--- config.mk ---
export PLATFORM = sky130hd
export DESIGN_NAME = fifo_sdram_burst_writer
export DESIGN_NICKNAME = d
export VERILOG_FILES = /design/src/rtl/fifo_sdram_pkg.sv /design/src/rtl/burst_stage_buf.sv /design/src/rtl/fifo_sdram_burst_writer.sv
export SDC_FILE = /design/constraint.sdc
export NUM_CORES = 1
export LEC_CHECK = 0
export ABC_AREA = 0
export BUFFER_PORTS_ARGS = -buffer_cell sky130_fd_sc_hd__buf_2
export CAP_MARGIN = 25
export CORE_ASPECT_RATIO = 1.2
export CORE_MARGIN = 5
export CORE_UTILIZATION = 30
export DETAILED_ROUTE_END_ITERATION = 6
export GPL_TIMING_DRIVEN = 0
export HOLD_SLACK_MARGIN = 0.06
export PLACE_DENSITY = 0.5
export SETUP_SLACK_MARGIN = 0.2
export SLEW_MARGIN = 5
export SYNTH_ARGS = -nofsm -noshare
export SYNTH_HDL_FRONTEND = slang
export SYNTH_SLANG_ARGS = --single-unit
--- constraint.sdc ---
create_clock -name Clk -period 3.9 [get_ports Clk]
set_input_delay 0.39 -clock Clk [delete_from_list [all_inputs] [get_ports Clk]]
set_output_delay 0.39 -clock Clk [all_outputs]
set_load 0.01 [all_outputs]
--- src/rtl/fifo_sdram_pkg.sv ---
// Shared types and defaults for the camera FIFO to SDRAM burst writer.
package fifo_sdram_pkg;

   // Burst writer control states.
   typedef enum logic [1:0] {
      ST_FILL    = 2'd0,
      ST_REQ     = 2'd1,
      ST_WRITE   = 2'd2,
      ST_ADVANCE = 2'd3
   } wr_state_e;

   localparam int DEF_DATA_WIDTH  = 16;
   localparam int DEF_ADDR_WIDTH  = 24;
   localparam int DEF_BURST_LEN   = 8;

   // Frame geometry: one 16-bit word per pixel, 640x480.
   localparam int FRAME_COLS      = 640;
   localparam int FRAME_ROWS      = 480;
   localparam int DEF_FRAME_WORDS = FRAME_COLS * FRAME_ROWS;
   localparam int DEF_BASE_ADDR   = 0;

endpackage

--- src/rtl/burst_stage_buf.sv ---
// Burst staging register file: synchronous write port, combinational read port.
module burst_stage_buf #(
   parameter int DEPTH = 8,
   parameter int WIDTH = 16,
   localparam int AW   = $clog2(DEPTH)
) (
   input  logic             clk_i,
   input  logic             clear_i,
   input  logic             we_i,
   input  logic [AW-1:0]    waddr_i,
   input  logic [WIDTH-1:0] wdata_i,
   input  logic [AW-1:0]    raddr_i,
   output logic [WIDTH-1:0] rdata_o
);

   logic [WIDTH-1:0] mem_q [DEPTH];

   // Store one FIFO word per write; cleared so the data output reads 0 after reset.
   always_ff @(posedge clk_i) begin
      if (clear_i) begin
         for (int i = 0; i < DEPTH; i++) begin
            mem_q[i] <= '0;
         end
      end else if (we_i) begin
         mem_q[waddr_i] <= wdata_i;
      end
   end

   assign rdata_o = mem_q[raddr_i];

endmodule

--- src/rtl/fifo_sdram_burst_writer.sv ---
// Drains the camera FIFO into a staging buffer and writes it to SDRAM as one
// burst at a time, walking linear frame addresses that wrap at FRAME_WORDS.
//
// Handshakes: a FIFO word is popped on every cycle where Fifo_ReadEn_out and
// ~Fifo_Empty_in are both high and arrives on Fifo_Data_in one cycle later.
// Sdram_WrReq_out stays high with a stable address until the single-cycle
// Sdram_WrAck_in; each Sdram_WrDataReq_in during the burst (including one in
// the ack cycle) consumes the word currently on Sdram_WrData_out.
module fifo_sdram_burst_writer
   import fifo_sdram_pkg::*;
#(
   parameter int          DATA_WIDTH  = DEF_DATA_WIDTH,
   parameter int          ADDR_WIDTH  = DEF_ADDR_WIDTH,
   parameter int          BURST_LEN   = DEF_BURST_LEN,
   parameter int unsigned BASE_ADDR   = DEF_BASE_ADDR,
   parameter int unsigned FRAME_WORDS = DEF_FRAME_WORDS
) (
   input  logic                  Clk,
   input  logic                  Clear_in,
   input  logic                  Fifo_Empty_in,
   input  logic [DATA_WIDTH-1:0] Fifo_Data_in,
   output logic                  Fifo_ReadEn_out,
   input  logic                  Frame_Start_in,
   output logic                  Sdram_WrReq_out,
   output logic [ADDR_WIDTH-1:0] Sdram_WrAddr_out,
   input  logic                  Sdram_WrAck_in,
   input  logic                  Sdram_WrDataReq_in,
   output logic [DATA_WIDTH-1:0] Sdram_WrData_out,
   output logic                  Burst_Done_out,
   output logic                  Frame_Done_out,
   output logic [1:0]            Dbg_State_out
);

   localparam int                  IDX_W     = $clog2(BURST_LEN);
   localparam int                  CNT_W     = IDX_W + 1;
   localparam logic [CNT_W-1:0]    BURST_CNT = CNT_W'(BURST_LEN);
   localparam logic [ADDR_WIDTH-1:0] BASE_A  = ADDR_WIDTH'(BASE_ADDR);
   localparam logic [ADDR_WIDTH-1:0] STEP_A  = ADDR_WIDTH'(BURST_LEN);
   // Start address of the final burst of a frame.
   localparam logic [ADDR_WIDTH-1:0] LAST_A  = ADDR_WIDTH'(BASE_ADDR + FRAME_WORDS - BURST_LEN);

   wr_state_e             state_q;
   logic [CNT_W-1:0]      issued_q, filled_q, wr_idx_q;
   logic                  rd_valid_q;
   logic                  fs_pend_q;
   logic [ADDR_WIDTH-1:0] cur_addr_q;
   logic                  req_q;
   logic [ADDR_WIDTH-1:0] addr_q;
   logic                  burst_done_q, frame_done_q;

   logic                  rd_grant_d;
   logic                  buf_we_d;
   logic                  fs_any_d;

   // Reads are granted combinationally so the FIFO's own gating never drops one.
   assign rd_grant_d = (state_q == ST_FILL) && !Fifo_Empty_in && (issued_q < BURST_CNT);
   // A frame restart in FILL discards the word arriving in that cycle.
   assign buf_we_d   = rd_valid_q && (state_q == ST_FILL) && !Frame_Start_in;
   assign fs_any_d   = fs_pend_q || Frame_Start_in;

   burst_stage_buf #(
      .DEPTH (BURST_LEN),
      .WIDTH (DATA_WIDTH)
   ) u_buf (
      .clk_i   (Clk),
      .clear_i (Clear_in),
      .we_i    (buf_we_d),
      .waddr_i (filled_q[IDX_W-1:0]),
      .wdata_i (Fifo_Data_in),
      .raddr_i (wr_idx_q[IDX_W-1:0]),
      .rdata_o (Sdram_WrData_out)
   );

   // Control FSM, fill/write counters, address generator and registered outputs.
   always_ff @(posedge Clk) begin
      if (Clear_in) begin
         state_q      <= ST_FILL;
         issued_q     <= '0;
         filled_q     <= '0;
         wr_idx_q     <= '0;
         rd_valid_q   <= 1'b0;
         fs_pend_q    <= 1'b0;
         cur_addr_q   <= BASE_A;
         req_q        <= 1'b0;
         addr_q       <= BASE_A;
         burst_done_q <= 1'b0;
         frame_done_q <= 1'b0;
      end else begin
         burst_done_q <= 1'b0;
         frame_done_q <= 1'b0;
         rd_valid_q   <= rd_grant_d;
         case (state_q)
            ST_FILL, ST_REQ: begin
               if (state_q == ST_REQ && Sdram_WrAck_in) begin
                  // Ack beats a simultaneous frame start; the restart is deferred.
                  state_q <= ST_WRITE;
                  req_q   <= 1'b0;
                  if (Sdram_WrDataReq_in) wr_idx_q <= wr_idx_q + 1'b1;
                  if (Frame_Start_in)     fs_pend_q <= 1'b1;
               end else if (Frame_Start_in) begin
                  // Abandon the partial or pending burst and restart the frame.
                  state_q    <= ST_FILL;
                  issued_q   <= '0;
                  filled_q   <= '0;
                  wr_idx_q   <= '0;
                  rd_valid_q <= 1'b0;
                  fs_pend_q  <= 1'b0;
                  cur_addr_q <= BASE_A;
                  req_q      <= 1'b0;
                  addr_q     <= BASE_A;
               end else if (state_q == ST_FILL) begin
                  if (rd_grant_d) issued_q <= issued_q + 1'b1;
                  if (rd_valid_q) filled_q <= filled_q + 1'b1;
                  if (filled_q == BURST_CNT) begin
                     state_q <= ST_REQ;
                     req_q   <= 1'b1;
                     addr_q  <= cur_addr_q;
                  end
               end
            end
            ST_WRITE: begin
               if (Frame_Start_in) fs_pend_q <= 1'b1;
               if (Sdram_WrDataReq_in) begin
                  wr_idx_q <= wr_idx_q + 1'b1;
                  if (wr_idx_q == BURST_CNT - 1'b1) state_q <= ST_ADVANCE;
               end
            end
            ST_ADVANCE: begin
               burst_done_q <= 1'b1;
               if (fs_any_d) begin
                  cur_addr_q <= BASE_A;
               end else if (cur_addr_q == LAST_A) begin
                  cur_addr_q   <= BASE_A;
                  frame_done_q <= 1'b1;
               end else begin
                  cur_addr_q <= cur_addr_q + STEP_A;
               end
               issued_q  <= '0;
               filled_q  <= '0;
               wr_idx_q  <= '0;
               fs_pend_q <= 1'b0;
               state_q   <= ST_FILL;
            end
            default: state_q <= ST_FILL;
         endcase
      end
   end

   assign Fifo_ReadEn_out  = rd_grant_d;
   assign Sdram_WrReq_out  = req_q;
   assign Sdram_WrAddr_out = addr_q;
   assign Burst_Done_out   = burst_done_q;
   assign Frame_Done_out   = frame_done_q;
   assign Dbg_State_out    = state_q;

endmodule

After elaboration in Yosys (flattened, before gate mapping)
Memories as Yosys holds them, arrays and structs flattened. A register that Yosys moved wholly into a read port is not among the register bits.
Index checks and enable logic that the tools add are counted.
{ "totals": {"romBits": 0, "n_memories": 1, "out_inout_bits": 46, "elab_cells": 110, "register_bits": 67, "ramBits": 128, "latchBits": 0} }
{ "op_classes": {"n_eq_ne": 16, "multipliers": 0, "n_div": 0, "shift": 0, "reduce_logical": 23, "bitwise": 2, "n_mux": 52, "addsub": 4, "n_lt_le_gt_ge": 1} }
{ "mem_list": {"columns": ["memory", "depth", "width", "read_ports", "rd_ports_with_merged_regs", "wr", "line_no", "source"], "rows": [
  ["u_buf.mem_q", 8, 16, 1, 1, 8, "burst_stage_buf.sv:16", "logic [WIDTH-1:0] mem_q [DEPTH];"]
]} }
{ "ops": {"columns": ["cell", "count"], "rows": [
  ["24-bit 2-to-1 mux", 7],
  ["24-bit case mux with 2 select lines", 1],
  ["4-bit 2-to-1 mux", 11],
  ["24-bit by 4-bit adder with 24-bit output (second input constant)", 1],
  ["24-bit by 19-bit equality test with 1-bit output (second input constant)", 1],
  ["1-bit 2-to-1 mux", 18],
  ["16-bit 2-to-1 mux", 1],
  ["4-bit case mux with 2 select lines", 2],
  ["4-bit AND reduction", 4],
  ["16-bit OR reduction", 1],
  ["4-bit by 1-bit adder with 4-bit output (second input constant)", 3],
  ["2-bit 2-to-1 mux", 6],
  ["3-bit != test (second input constant)", 4],
  ["4-bit case mux with 3 select lines", 1],
  ["3-bit 2-to-1 mux", 3],
  ["2-bit != test (second input constant)", 4],
  ["4-bit != test (second input constant)", 2],
  ["2-bit case mux with 3 select lines", 1],
  ["3-bit AND reduction", 2],
  ["2-bit nonzero test", 3],
  ["3-bit nonzero test", 2],
  ["1-bit logical AND", 5],
  ["2-bit equality test (second input constant)", 2],
  ["4-bit by 3-bit equality test with 1-bit output (second input constant)", 1],
  ["10 further kinds", 12]
]} }

Longest topological paths before layout
{ "depth": {"word_depth": 8, "depth_mapped": 8, "mapped_depth_nobuf": 6} }

Hierarchy
From an unflattened synthesis, not the netlist that was laid out.
{ "unflattened": {"cells_unflattened": 712, "hier_area_um2": 8690.8} }
{ "by_module_without_submodules": {"columns": ["mod", "cells_per_inst", "seq_area_each_um2", "area_per_inst_um2", "n_inst"], "rows": [
  ["burst_stage_buf", 373, 3843.7, 5864.4, 1],
  ["fifo_sdram_burst_writer", 339, 1241.2, 2826.5, 1]
]} }

Least setup slack after synthesis
OpenSTA, ideal clock, no wires.
{ "synth_timing": {"path_type": "flip-flop to flip-flop", "startpoint": "register state_q[1] (netlist: Dbg_State_out[1])", "endpoint": "memory u_buf.mem_q[6][0], enable pin", "arrival_ns": 1.743, "path_buffers": 0, "path_stages_with_launch": 6, "setup_ns": 0.334, "path_slack_ns": 1.824, "required_ns": 3.566, "cell_sequence": "dfxtp_1 nor2_1 nand2_1 or4_1 nor2_1 or2_2"} }
{ "synth_rtl": {"columns": ["item", "line_no", "source"], "rows": [
  ["from (decl)", "fifo_sdram_burst_writer.sv:42", "wr_state_e state_q;"],
  ["from (signal assigned)", "fifo_sdram_burst_writer.sv:77", "state_q <= ST_FILL;"],
  ["from (signal assigned)", "fifo_sdram_burst_writer.sv:96", "state_q <= ST_WRITE;"],
  ["from (signal assigned)", "fifo_sdram_burst_writer.sv:102", "state_q <= ST_FILL;"],
  ["to (decl)", "burst_stage_buf.sv:16", null]
]} }

==> impl_results.md <==
- Lkg Pwr: 3.615 nW
- RR Startpoint: Dbg_State_out[1]
- CP max FO: 10
- Reg2Reg Capture Point: u_buf.mem_q[1][7]
- Area leader, netlist: edfxtp_1
- FFs w/ async S/R, synth: 0%
- Worst path most repeated cell: buf_2
- CP cell instances: clkbuf_1, buf_2, mux4_2, mux2_2, buf_2
- Num rows: slightly below 70
- Top-count cell post-synth: and2_1
- FF+latch area: about 5000 um2
- Power Density: 426.1 nW/um2
- Final nets: approximately 800
- Area growth syn-to-layout: 16.52%
- Later-pin clock latency in the skew report: 440 ps
- WL/cell: 18.41 um
- Die area: 32230 um2
- Final RePlAce weighted congestion: 0.7760
- Post-route cell area: 10040 um2
- Fillers: 2897
- Wirelength, routed: roughly 21000 um
- Yosys Warn Count: 0
- Tcrit/Tclk final: 75.07%
- Initial drt markers: 358
- Multi-input gate area: 3267 um2
- Chip Width: 164.7 um
- CP Capture Type: output port
- # port buffers: 67
- Mean Syn Cell Area: between 10 and 15 um2
- EDFF count, synth: 128
- Synth top area share: 44.61%
- Core area: 28590 um2
- Max stage delay on crit path: roughly 560 ps
- Drt drc: 0
- Kind of critical path: reg -> out
- # setup viols final: 0
- Share of layout cells above drive strength 1: 22.59%
- Io pins: 68
- Worst-margin pin slew: roughly 780 ps
- Clock Sinks: between 150 and 200
- Post-layout minimum cycle time: 2928 ps
- Metal3 WL: just over 900 um
- Antenna violations before repair: 2
- Pins Over Slew Limit: 0
- WL met2: 10780 um
- Total grt overflow: 0
- First-pass GRT wire length: 33400 um
- GRT Overall Usage: a little over an eighth
- Largest net degree at the start of global routing: 19
- Cts hold-fix bufs: 0
- Worst hold path startpoint: Sdram_WrDataReq_in
- Vias: 5400
- Post-placement cell count: 1131
- CTS tree: built
- Highest Clock Rate: 0.3416 GHz
- Critical path arrival: 2540 ps
- Vias in the first global route: about 5.7k
- Netlist cell types: 56
- Ant. Diodes: 0
- Clock transition at path regs: 80 ps
- Hold Fails Final Rpt: 0
- DR vias/cell: 4.639
- Cts repair resizes: 0
- CTS Buf Count: 17
- DP Area: approximately 9400 um2
- RSZ-0062 raised after global routing: no
- CTS root buf: clkbuf_16
- Pre-CTS setup slack: 997.1 ps
- CP Launch Type: flip-flop
- Setup_tns: 0 ps
- Die Y: between 150 and 200 um
- Slew HR: approximately half
- Fin cells: 1164
- #FFs+latches synth: 193
- Mapped cell area: 8617 um2
- Final WS setup: between 900 and 1000 ps
- R2r setup slk: about 1000 ps
- Worst path slowest cell: mux4_2
- Final ANT Viol Nets: 0
- Status: finished clean
- Cells after synthesis: 679
- H-tree levels: 4
- Hold Crit Class: in -> reg
- Fin Clk Skew: between 10 and 15 ps
- Required time of the worst setup path: around 3500 ps
- Detailed placement HPWL: 14270 um
- Seq/Total Area, Yosys: 59.71%
- Max Root-Sink Buffers: 2
- Initial Util: 30.14%
- First-pass iteration count of the detailed router: 4
- Hold path endpoint: wr_idx_q[1]
- Top_reg_cell synth: edfxtp_1
- Synth top area cells: edfxtp_1 45%, dfxtp_1 15%, and2_1 9.4%, mux4_2 8.4%, a21oi_1 2.2%
- Max VDD drop: 0.2564 mV
- Cells on Worst Hold Path: 3
- Max_cap viols: 0
- Post-CTS Setup Bufs: 0
- Met1 WL: 9484 um
- Max Used Layer: met5
- Syn_nets: slightly above 700
- R2r worst-path depth: 5
- Most common library cells after synthesis: 130 x and2_1, 128 x edfxtp_1, 65 x dfxtp_1
- Minimum hold slack: 277.9 ps
[registers in the layout (all words and copies together), names as in the netlist, named ones only]
signal	cells
u_buf.mem_q	128
Sdram_WrAddr_out	22
cur_addr_q	21
filled_q	4
issued_q	4
wr_idx_q	4
Dbg_State_out	2
Burst_Done_out	1
Frame_Done_out	1
Sdram_WrReq_out	1
fs_pend_q	1
rd_valid_q	1
[through the flow]
step,util (%),total power [mW]
floorplan,-,2.430
global placement,33.00,2.537
detailed placement,33.00,2.539
CTS,35.11,4.326
global route,35.12,4.431
finish,35.12,4.279
[logic make-up (layout without fill, tap and decap cells)]
logic type	after synthesis	count (layout)	share of synthesized area [%]
AND/OR/NAND/NOR	300	300	20.28
flip-flops	193	193	59.71
AO/OA/AOI/OAI	71	71	5.097
multiplexers	50	50	10.69
buffers and inverters	49	149	2.381
XOR/XNOR	11	11	1.118
adder cells (fa/ha/maj)	5	5	0.7260
[where the power goes]
| part | switching (mW) | internal, mW | total, mW |
|---|---|---|---|
| clock network | 0.836 | 0.960 | 1.80 |
| logic | 0.153 | 0.0897 | 0.243 |
| registers | 0.0157 | 2.22 | 2.24 |
| total | 1.00 | 3.27 | 4.28 |
[worst max-delay path by stage]
stage / to / cells after the start / from / slack, ps
after floorplan: u_buf.mem_q[6][0] / 5 / Dbg_State_out[1] / 1820
after CTS: Sdram_WrData_out[4] / 5 / flip-flop / 880
after global routing: Sdram_WrData_out[3] / 5 / flip-flop / 780
after global placement: u_buf.mem_q[2][12] / 5 / Dbg_State_out[1] / 1020
final: Sdram_WrData_out[3] / 5 / flip-flop / 970
after detailed placement: u_buf.mem_q[1][15] / 5 / Dbg_State_out[1] / 1000
[routing by layer]
metal / vias to the layer above / global-route usage (%)
li1: 2639 / -
met1: 2631 / 17.43
met2: 105 / 23.78
met3: 21 / 3.383
met4: 4 / 2.866
met5: - / 0
[area by class of cell]
cell class                      count  share of cell area (%)
Multi-Input combinational cell    437                   32.54
Tap cell                          385                   4.797
Inverter                           10                  0.3738
Clock buffer                       19                   4.623
Sequential cell                   193                   51.24
Clock inverter                     13                   1.371
Timing Repair Buffer               68                   3.389
Buffer                             39                   1.670
[cells in the final DEF, fill, tap and decap left out, drive strengths merged, types with 2 or more instances in the layout]
cell type / netlist / routed
a21boi: 2 / 2
nand3b: 19 / 19
mux2i: 2 / 2
clkinv: 0 / 4
mux2: 16 / 16
buf: 10 / 78
nor3: 9 / 9
and3: 3 / 3
nand3: 14 / 14
or2: 8 / 8
xnor2: 6 / 6
mux4: 32 / 32
ha: 5 / 5
nand2b: 7 / 7
a22o: 3 / 3
nor2: 40 / 40
a21oi: 38 / 38
o2bb2ai: 2 / 2
nor2b: 3 / 3
a2111oi: 2 / 2
and2: 130 / 130
clkbuf: 29 / 48
nand4: 4 / 4
or3: 4 / 4
o21ai: 6 / 6
nor4: 4 / 4
dfxtp: 65 / 65
nor3b: 4 / 4
xor2: 5 / 5
or4: 4 / 4
a211oi: 3 / 3
edfxtp: 128 / 128
a41oi: 2 / 2
a31oi: 8 / 8
and4: 2 / 2
nand2: 42 / 42
a221o: 2 / 2
inv: 10 / 18
[worst max-delay path: cells and delay by family, from the launching register on]
family | cells | cell delay, ps
DFF | 1 | 310
muxes | 2 | 870
buffers and inverters | 3 | 900
No activity file was read; power rests on OpenSTA's default activity.
